**config.mk**
```make
export PLATFORM = sky130hd
export DESIGN_NAME = jt12_div_ctl
export DESIGN_NICKNAME = d
export VERILOG_FILES = /design/src/rtl/jt12_div_ctl.sv
export SDC_FILE = /design/constraint.sdc
export NUM_CORES = 1
export LEC_CHECK = 0
export ABC_AREA = 1
export CAP_MARGIN = 20
export CORE_AREA = 2 2 54 56
export CTS_BUF_LIST = sky130_fd_sc_hd__clkbuf_2 sky130_fd_sc_hd__clkbuf_4 sky130_fd_sc_hd__clkbuf_8
export CTS_CLUSTER_DIAMETER = 80
export DETAILED_ROUTE_END_ITERATION = 6
export DIE_AREA = 0 0 56 58
export PLACE_DENSITY = 0.69
export SLEW_MARGIN = 30
export SYNTH_ARGS = -nofsm -noshare
export SYNTH_HDL_FRONTEND = slang
export SYNTH_SLANG_ARGS = --single-unit
```
**constraint.sdc**
```tcl
create_clock -name clk_i -period 3.95 [get_ports clk_i]
set_clock_uncertainty 0.15 [all_clocks]
set_input_delay 0.79 -clock clk_i [delete_from_list [all_inputs] [get_ports clk_i]]
set_output_delay 0.79 -clock clk_i [all_outputs]
set_load 0.01 [all_outputs]
```
**src/rtl/jt12_div_ctl.sv**
```systemverilog
// Purpose : prescaler controller; decodes bank-0 writes to 0x2D/0x2E/0x2F into div_setting_o,
//           applying each change only on a prescaler boundary (cen_i & clk_en_i) or after a timeout.
// Latency : busy_o rises 1 clk after the causing write; div_setting_o/upd_o update 1 clk after the apply cycle.
// Backpressure: none; writes are always accepted and merge into the pending target while busy.
//
// Ports:
//   clk_i          system clock, all logic on posedge
//   rst_i          synchronous reset, active-low
//   cen_i          clock enable shared with the divider
//   clk_en_i       divider FM enable, marks a prescaler boundary
//   wr_en_i        one-cycle register write strobe
//   wr_a1_i        bank select, only bank 0 is decoded
//   wr_addr_i      register address
//   div_setting_o  prescaler select to the divider
//   busy_o         update pending or settling
//   upd_o          one-cycle pulse when div_setting_o takes a new value
//
// Build option: define JT12_DIV_CTL_IMMEDIATE_EN to apply updates on the first cen_i after
// entering WAIT, ignoring clk_en_i and TIMEOUT.
module jt12_div_ctl #(
    parameter logic [1:0] RESET_DIV = 2'b10,
    parameter logic [3:0] SETTLE    = 4'd6,
    parameter logic [4:0] TIMEOUT   = 5'd24,
    parameter bit         LOCK_DIV  = 1'b0
) (
    input  logic       clk_i,
    input  logic       rst_i,
    input  logic       cen_i,
    input  logic       clk_en_i,
    input  logic       wr_en_i,
    input  logic       wr_a1_i,
    input  logic [7:0] wr_addr_i,
    output logic [1:0] div_setting_o,
    output logic       busy_o,
    output logic       upd_o
);

    typedef enum logic [1:0] {
        ST_IDLE   = 2'd0,
        ST_WAIT   = 2'd1,
        ST_SETTLE = 2'd2
    } state_t;

    state_t     state_q, state_d;
    logic [1:0] div_q, div_d;
    logic [1:0] target_q, target_d;
    logic [4:0] tmo_q, tmo_d;
    logic [3:0] set_q, set_d;
    logic       busy_q;
    logic       upd_q;
    logic       wr_hit;
    logic       apply_ok;
    logic       apply;

    assign wr_hit = wr_en_i & ~wr_a1_i & ~LOCK_DIV;

`ifdef JT12_DIV_CTL_IMMEDIATE_EN
    assign apply_ok = cen_i;
`else
    // A boundary normally carries the update; the timeout covers a stalled divider.
    assign apply_ok = cen_i & (clk_en_i | (tmo_q == TIMEOUT - 5'd1));
`endif

    // Register decode: 0x2D/0x2E set bits on top of the current target, 0x2F clears both.
    always_comb begin
        target_d = target_q;
        if (wr_hit) begin
            case (wr_addr_i)
                8'h2D:   target_d = target_q | 2'b10;
                8'h2E:   target_d = target_q | 2'b01;
                8'h2F:   target_d = 2'b00;
                default: target_d = target_q;
            endcase
        end
    end

    always_comb begin
        state_d = state_q;
        div_d   = div_q;
        tmo_d   = tmo_q;
        set_d   = set_q;
        apply   = 1'b0;
        case (state_q)
            ST_IDLE: begin
                if (target_d != div_q) begin
                    state_d = ST_WAIT;
                    tmo_d   = 5'd0;
                end
            end
            ST_WAIT: begin
                // The registered target is used so a write landing on the apply
                // cycle is deferred to the end of SETTLE rather than applied early.
                if (target_q == div_q) begin
                    state_d = ST_IDLE;
                    tmo_d   = 5'd0;
                end else if (apply_ok) begin
                    div_d   = target_q;
                    apply   = 1'b1;
                    tmo_d   = 5'd0;
                    set_d   = 4'd0;
                    state_d = ST_SETTLE;
                end else if (cen_i) begin
                    tmo_d = tmo_q + 5'd1;
                end
            end
            ST_SETTLE: begin
                if (cen_i) begin
                    if (set_q == SETTLE - 4'd1) begin
                        set_d = 4'd0;
                        // Include a same-cycle write so it is not stranded in IDLE.
                        if (target_d != div_q) begin
                            state_d = ST_WAIT;
                            tmo_d   = 5'd0;
                        end else begin
                            state_d = ST_IDLE;
                        end
                    end else begin
                        set_d = set_q + 4'd1;
                    end
                end
            end
            default: begin
                state_d = ST_IDLE;
                tmo_d   = 5'd0;
                set_d   = 4'd0;
            end
        endcase
    end

    always_ff @(posedge clk_i) begin
        if (!rst_i) begin
            state_q  <= ST_IDLE;
            div_q    <= RESET_DIV;
            target_q <= RESET_DIV;
            tmo_q    <= 5'd0;
            set_q    <= 4'd0;
            busy_q   <= 1'b0;
            upd_q    <= 1'b0;
        end else begin
            state_q  <= state_d;
            div_q    <= div_d;
            target_q <= target_d;
            tmo_q    <= tmo_d;
            set_q    <= set_d;
            busy_q   <= (state_d != ST_IDLE);
            upd_q    <= apply;
        end
    end

    assign div_setting_o = div_q;
    assign busy_o        = busy_q;
    assign upd_o         = upd_q;

endmodule

```
==> flow_metrics.env, run 1 <==
export IMPL_status="finished, final reports clean"
export IMPL_clk_path_buf_depth=2
export IMPL_synth_edf_count=0
export IMPL_synth_cell_types=32
export IMPL_p_comb_share_pct=21.0
export IMPL_syn_to_final_growth_pct=21.06
export IMPL_report_final_slew_viol_count=0
export IMPL_clock_latency_ns=0.30
export IMPL_final_common_cell="nand2_1"
export IMPL_drive_above_1_share_pct=21.84
export IMPL_grt_max_degree=11
export IMPL_clock_sinks=17
export IMPL_worstSetupPathType="flip-flop to output port"
export IMPL_gp_congestion=0.8264
export IMPL_ant_nets=0
export IMPL_crit_arrival_ns=1.26
export IMPL_initial_core_util_pct=42.62
export IMPL_synth_seq_cells=17
export IMPL_fin_tns_setup_ns=0
export IMPL_final_area_um2=1374
export IMPL_worstPathRequired_ns=3.01
export IMPL_end_kind="output port"
export IMPL_cts_resized=0
export IMPL_place_hpwl_um=1742
export IMPL_vias_per_cell=4.834
export IMPL_core_um2=2663
export IMPL_relSlewSlack_pct=76.86
export IMPL_pin_count=18
export IMPL_cts_max_level=1
export IMPL_routed_wl_um=2131
export IMPL_synth_nets=170
export IMPL_placed_area_um2=1344
export IMPL_cap_violations=0
export IMPL_cts_reportedPaths_clkPinSlew_ns=0.11
export IMPL_internal_power_mw=0.2566
export IMPL_whs_ns=0.3671
export IMPL_hold_buffers=0
export IMPL_avgRoutedWirePerCell_um=10.40
export IMPL_synth_seq_area_share_pct=29.99
export IMPL_rows=19
export IMPL_ys_flop_type="dfxtp_1"
export IMPL_remaining_drc_errors=0
export IMPL_syn_inst=153
export IMPL_grt_pass1_wl_um=3891
export IMPL_slowest_delay_ns=0.56
export IMPL_hold_path_depth=2
export IMPL_ys_async_sr_fraction_pct=0
export IMPL_vias=991
export IMPL_reg2reg_depth=9
export IMPL_crit_fanout=4
export IMPL_setup_violations=0
export IMPL_ctsRootBufferMaster="clkbuf_4"
export IMPL_reg2reg_from="tmo_q[0]$_SDFFE_PN0P_"
export IMPL_min_period_over_period_pct=55.81
export IMPL_rsz0062_at_grt="false"
export IMPL_die_area_um2=3248
export IMPL_fillers=261
export IMPL_p_leak_nw=0.5724
export IMPL_syn_area_per_cell_um2=7.417
export IMPL_r2r_setup_slack_ns=2.16
export IMPL_fin_nets=192
export IMPL_port_buffers=17
export IMPL_syn_area_um2=1135
export IMPL_antenna_found_initial=0
export IMPL_hold_path_class="flip-flop to flip-flop"
export IMPL_crit_buf_inv=1
export IMPL_min_to="tmo_q[4]$_SDFFE_PN0P_"
export IMPL_r2r_end="set_q[3]$_SDFFE_PN0P_"
export IMPL_tightest_slew_ns=0.3444
export IMPL_grt_ovfl_total=0
export IMPL_post_cts_buffers=0
export IMPL_track_usage_pct=15.11
export IMPL_clkPwrFrac_pct=28.3
export IMPL_hp_start="tmo_q[4]$_SDFFE_PN0P_"
export IMPL_n_antenna_cell=0
export IMPL_finalCriticalPeriod_ns=2.205
export IMPL_hold_viol=0
export IMPL_p_seq_share_pct=50.6
export IMPL_path_cells="clkdlybuf4s50_1"
export IMPL_cts_buffers=3
export IMPL_power_density_nw_per_um2=261.9
export IMPL_cpLargestDelayFamily="buffers and inverters"
export IMPL_die_h_um=58
export IMPL_yosysWarnings=0
export IMPL_cts_tree="built"
export IMPL_p_sw_mw=0.1032
export IMPL_first_pass_iters=4
export IMPL_most_common_layout_cells="27 x nand2_1, 17 x inv_1, 17 x dfxtp_1, 17 x clkdlybuf4s50_1, 16 x nand3_1"
export IMPL_cp_slowest_cell="clkdlybuf4s50_1"
export IMPL_critPathLaunchType="flip-flop"
export IMPL_max_freq_mhz=453.6
export IMPL_grt_pass1_vias=930
export IMPL_switching_share_pct=28.68
export IMPL_die_width_um=56
export IMPL_vdd_drop_max_uv=204.1
export IMPL_drtIter0Drc=28
==> Yosys cell counts, types with 2 or more instances <==
library cell  count  share of area [%]
nor2_4            4                4.0
nor2_2            2                1.1
nor2_1           11                3.6
inv_1            17                5.6
nand2_4           4                4.0
dfxtp_1          17                 30
o21ai_1           3                1.3
nand2_1          27                8.9
a21oi_1           8                3.5
nor4_1            4                2.2
nand2_2           6                3.3
o21ai_0           2               0.88
nor3_1            2               0.88
inv_2             6                2.0
xor2_1            3                2.3
nand3_1          16                7.1
o21ai_2           2                1.5
xnor2_1           3                2.3
ha_1              3                3.3
==> power by group through the flow <==
stage               sequential [mW]  combinational (mW)  clock, mW
finish                        0.182              0.0756      0.102
global route                  0.183              0.0852      0.112
CTS                           0.182              0.0765      0.105
detailed placement            0.186              0.0763          0
global placement              0.186              0.0746          0
floorplan                     0.185              0.0511          0
==> per-stage QoR <==
| stage | util (%) | setup slack [ns] | total power, mW | cells |
|---|---|---|---|---|
| final | 51.60 | 1.745 | 0.3598 | 205 |
| after global routing | 51.60 | 1.610 | 0.3800 | 205 |
| after CTS | 51.60 | 1.728 | 0.3643 | 205 |
| after detailed placement | 50.47 | 1.429 | 0.2625 | 201 |
| after global placement | 50.47 | 1.468 | 0.2605 | 201 |
| after floorplan | - | 2.032 | 0.2366 | 153 |
==> routing by layer <==
metal	wire, um	vias to the layer above	GRT usage [%]	share of wire (%)
li1	-	540	-	-
met1	998	437	18.48	47
met2	1029	10	25.38	48
met3	70	4	4.018	3.3
met4	33	0	6.122	1.5
met5	0	-	0	0
==> worst max-delay path by stage <==
| stage | to | from | slack (ns) | cells past startpoint |
|---|---|---|---|---|
| final | div_setting_o[1] | div_setting_o[1]$_SDFFE_PN1P_ | 1.75 | 1 |
| after CTS | div_setting_o[0] | div_setting_o[0]$_SDFFE_PN0P_ | 1.73 | 1 |
| after global placement | tmo_q[1]$_SDFFE_PN0P_ | wr_addr_i[3] | 1.47 | 12 |
| after global routing | tmo_q[4]$_SDFFE_PN0P_ | wr_addr_i[3] | 1.61 | 13 |
| after floorplan | tmo_q[1]$_SDFFE_PN0P_ | wr_addr_i[6] | 2.03 | 12 |
| after detailed placement | tmo_q[3]$_SDFFE_PN0P_ | wr_addr_i[3] | 1.43 | 13 |
==> state kept, by name, summed over array words and instances (netlist names) <==
name,cells
upd_o,1
set_q,4
busy_o,1
target_q,2
state_q,2
tmo_q,5
div_setting_o,2
==> logic make-up (layout without fill, tap and decap cells) <==
| logic type | Yosys count | after routing | synth area share [%] |
|---|---|---|---|
| AO/OA/AOI/OAI | 22 | 22 | 14.44 |
| flip-flops | 17 | 17 | 29.99 |
| AND/OR/NAND/NOR | 80 | 80 | 38.92 |
| adder cells (fa/ha/maj) | 3 | 3 | 3.308 |
| buffers and inverters | 25 | 46 | 8.710 |
| XOR/XNOR | 6 | 6 | 4.631 |
==> final cells by class <==
type,count,area [um^2],area share (%)
repair buffers,17,170.2,12.39
clock buffers,4,30.03,2.186
well taps,31,38.79,2.823
flip-flops and latches,17,340.3,24.77
inverters,25,98.84,7.195
multi-input cells,111,695.7,50.64
(Power assumes the default switching activity.)
==> inputs of run 2 (changes only) <==
Settings changed: PLACE_DENSITY 0.69 to 0.72.
Clock period 3.95 ns to 1.9 ns, I/O delays scaled along.
==> run 2 against run 1 <==
Compared with the run above:
- clock-buffer cell count is the same
- sequential share of layout area is 1.6 points lower
- non-clock buffer count rose by 4
- highest routed layer unchanged
==> flow_metrics.env, run 2 (synthesis gave the netlist of run 1 again) <==
export IMPL_cts_reportedPaths_clkPinSlew_ns=0.10
export IMPL_avgRoutedWirePerCell_um=11.36
export IMPL_placed_area_um2=1374
export IMPL_antenna_found_initial=0
export IMPL_fin_nets=196
export IMPL_critPathLaunchType="flip-flop"
export IMPL_cp_depth=1
export IMPL_status="finished, final reports clean"
export IMPL_finalCriticalPeriod_ns=1.812
export IMPL_hold_viol=0
export IMPL_core_um2=2663
export IMPL_grt_ovfl_total=0
export IMPL_routed_wl_um=2374
export IMPL_initial_core_util_pct=42.62
export IMPL_grt_max_degree=10
export IMPL_track_usage_pct=14.75
export IMPL_port_buffers=17
export IMPL_vias=1042
export IMPL_hold_path_class="flip-flop to flip-flop"
export IMPL_ctsRootBufferMaster="clkbuf_4"
export IMPL_ant_nets=0
export IMPL_cap_violations=0
export IMPL_min_to="tmo_q[0]$_SDFFE_PN0P_"
export IMPL_clock_sinks=17
export IMPL_power_density_nw_per_um2=517.8
export IMPL_reg2reg_from="tmo_q[0]$_SDFFE_PN0P_"
export IMPL_hold_path_depth=2
export IMPL_die_area_um2=3248
export IMPL_place_hpwl_um=1783
export IMPL_clk_path_buf_depth=2
export IMPL_die_width_um=56
export IMPL_pin_count=18
export IMPL_gp_congestion=0.8183
export IMPL_p_leak_nw=0.6862
export IMPL_n_antenna_cell=0
export IMPL_max_freq_mhz=551.9
export IMPL_r2r_setup_slack_ns=0.10
export IMPL_path_cells="clkdlybuf4s50_1"
export IMPL_reg2reg_depth=8
export IMPL_dp_cells=205
export IMPL_drive_above_1_share_pct=32.58
export IMPL_relSlewSlack_pct=76.32
export IMPL_drtIter0Drc=28
export IMPL_remaining_drc_errors=0
export IMPL_largest_register="tmo_q"
export IMPL_vdd_drop_max_uv=392.3
export IMPL_min_period_over_period_pct=95.36
export IMPL_end_kind="output port"
export IMPL_fin_tns_setup_ns=0
export IMPL_setup_violations=0
export IMPL_slowest_delay_ns=0.57
export IMPL_worstPathRequired_ns=1.37
export IMPL_whs_ns=0.3370
export IMPL_first_pass_iters=6
export IMPL_grt_pass1_wl_um=3829
export IMPL_cpLargestDelayFamily="buffers and inverters"
export IMPL_crit_arrival_ns=1.28
export IMPL_tightest_slew_ns=0.3525
export IMPL_cts_tree="built"
export IMPL_post_cts_buffers=0
export IMPL_final_common_cell="nand2_1"
export IMPL_cp_slowest_cell="clkdlybuf4s50_1"
export IMPL_final_area_um2=1476
export IMPL_cts_max_level=1
export IMPL_fillers=240
export IMPL_worstSetupPathType="flip-flop to output port"
export IMPL_syn_to_final_growth_pct=30.10
export IMPL_crit_buf_inv=1
export IMPL_hp_start="tmo_q[0]$_SDFFE_PN0P_"
export IMPL_grt_pass1_vias=944
export IMPL_r2r_end="tmo_q[0]$_SDFFE_PN0P_"
export IMPL_cts_buffers=3
export IMPL_fin_cells=209
export IMPL_most_common_layout_cells="20 x nand2_1, 16 x dfxtp_1, 15 x inv_1"
export IMPL_die_h_um=58
export IMPL_report_final_slew_viol_count=0
export IMPL_clock_latency_ns=0.28
export IMPL_vias_per_cell=4.986
export IMPL_crit_fanout=5
export IMPL_top_regs="tmo_q x5, set_q x4"
export IMPL_rows=19
export IMPL_largest_reg_flops=5
[run 2: cell count changes in the layout (fill, tap and decap cells not counted), moves of 2 or more]
cell             delta
nor2_1              -2
dlymetal6s2s_1      +8
nand2_1             -7
inv_1               -2
buf_4               +4
nand3_2             +3
nand3_1             -3
clkdlybuf4s50_1     -8
inv_2               +2
nand2_2             +6
[run 2: worst max-delay path by stage]
stage,from,end,slack [ns]
after floorplan,tmo_q[0]$_SDFFE_PN0P_,set_q[3]$_SDFFE_PN0P_,0.29
after global placement,wr_addr_i[5],tmo_q[1]$_SDFFE_PN0P_,-0.16
after detailed placement,wr_addr_i[5],tmo_q[1]$_SDFFE_PN0P_,-0.20
after CTS,div_setting_o[0]$_SDFFE_PN0P_,div_setting_o[0],0.08
after global routing,tmo_q[0]$_SDFFE_PN0P_,tmo_q[0]$_SDFFE_PN0P_,-0.01
final,div_setting_o[0]$_SDFFE_PN0P_,div_setting_o[0],0.09
[run 2: cell type report]
| cell class | count | area, um^2 | area share [%] |
|---|---|---|---|
| clock buffer | 4 | 30.03 | 2.034 |
| inverter | 25 | 98.84 | 6.695 |
| multi-input combinational | 111 | 747.0 | 50.59 |
| sequential | 17 | 341.6 | 23.14 |
| tap | 31 | 38.79 | 2.627 |
| timing repair buffer | 21 | 220.2 | 14.92 |
[run 2: metrics by stage]
step,worst slack (ns),power (mW),util [%]
after CTS,0.08027,0.7578,52.73
final,0.08818,0.7646,55.45
after floorplan,0.2944,0.4918,-
after detailed placement,-0.2012,0.5530,51.60
after global placement,-0.1584,0.5491,51.60
after global routing,-0.01162,0.8061,55.45
[run 2: layer usage]
| layer | vias up | wire, um | share of wire [%] | GRT usage, % |
|---|---|---|---|---|
| li1 | 547 | - | - | - |
| met3 | 4 | 72 | 3.0 | 3.348 |
| met2 | 22 | 1192 | 50 | 26.39 |
| met1 | 469 | 1088 | 46 | 17.87 |
| met5 | - | 0 | 0 | 0 |
| met4 | 0 | 20 | 0.84 | 4.082 |
[run 2: repair_timing]
| item | 4_1_cts | 5_1_grt |
|---|---|---|
| resized for setup | 0 | 26 |
| setup endpoints to repair | 0 | 7 |
| hold buffers | 0 | 0 |
[run 2: power breakdown]
part	internal (mW)	total, mW	switching (mW)	leakage [nW]
Sequential	0.368	0.379	0.0110	0.138
Clock	0.0958	0.207	0.111	0.0184
Combinational	0.0783	0.178	0.100	0.530
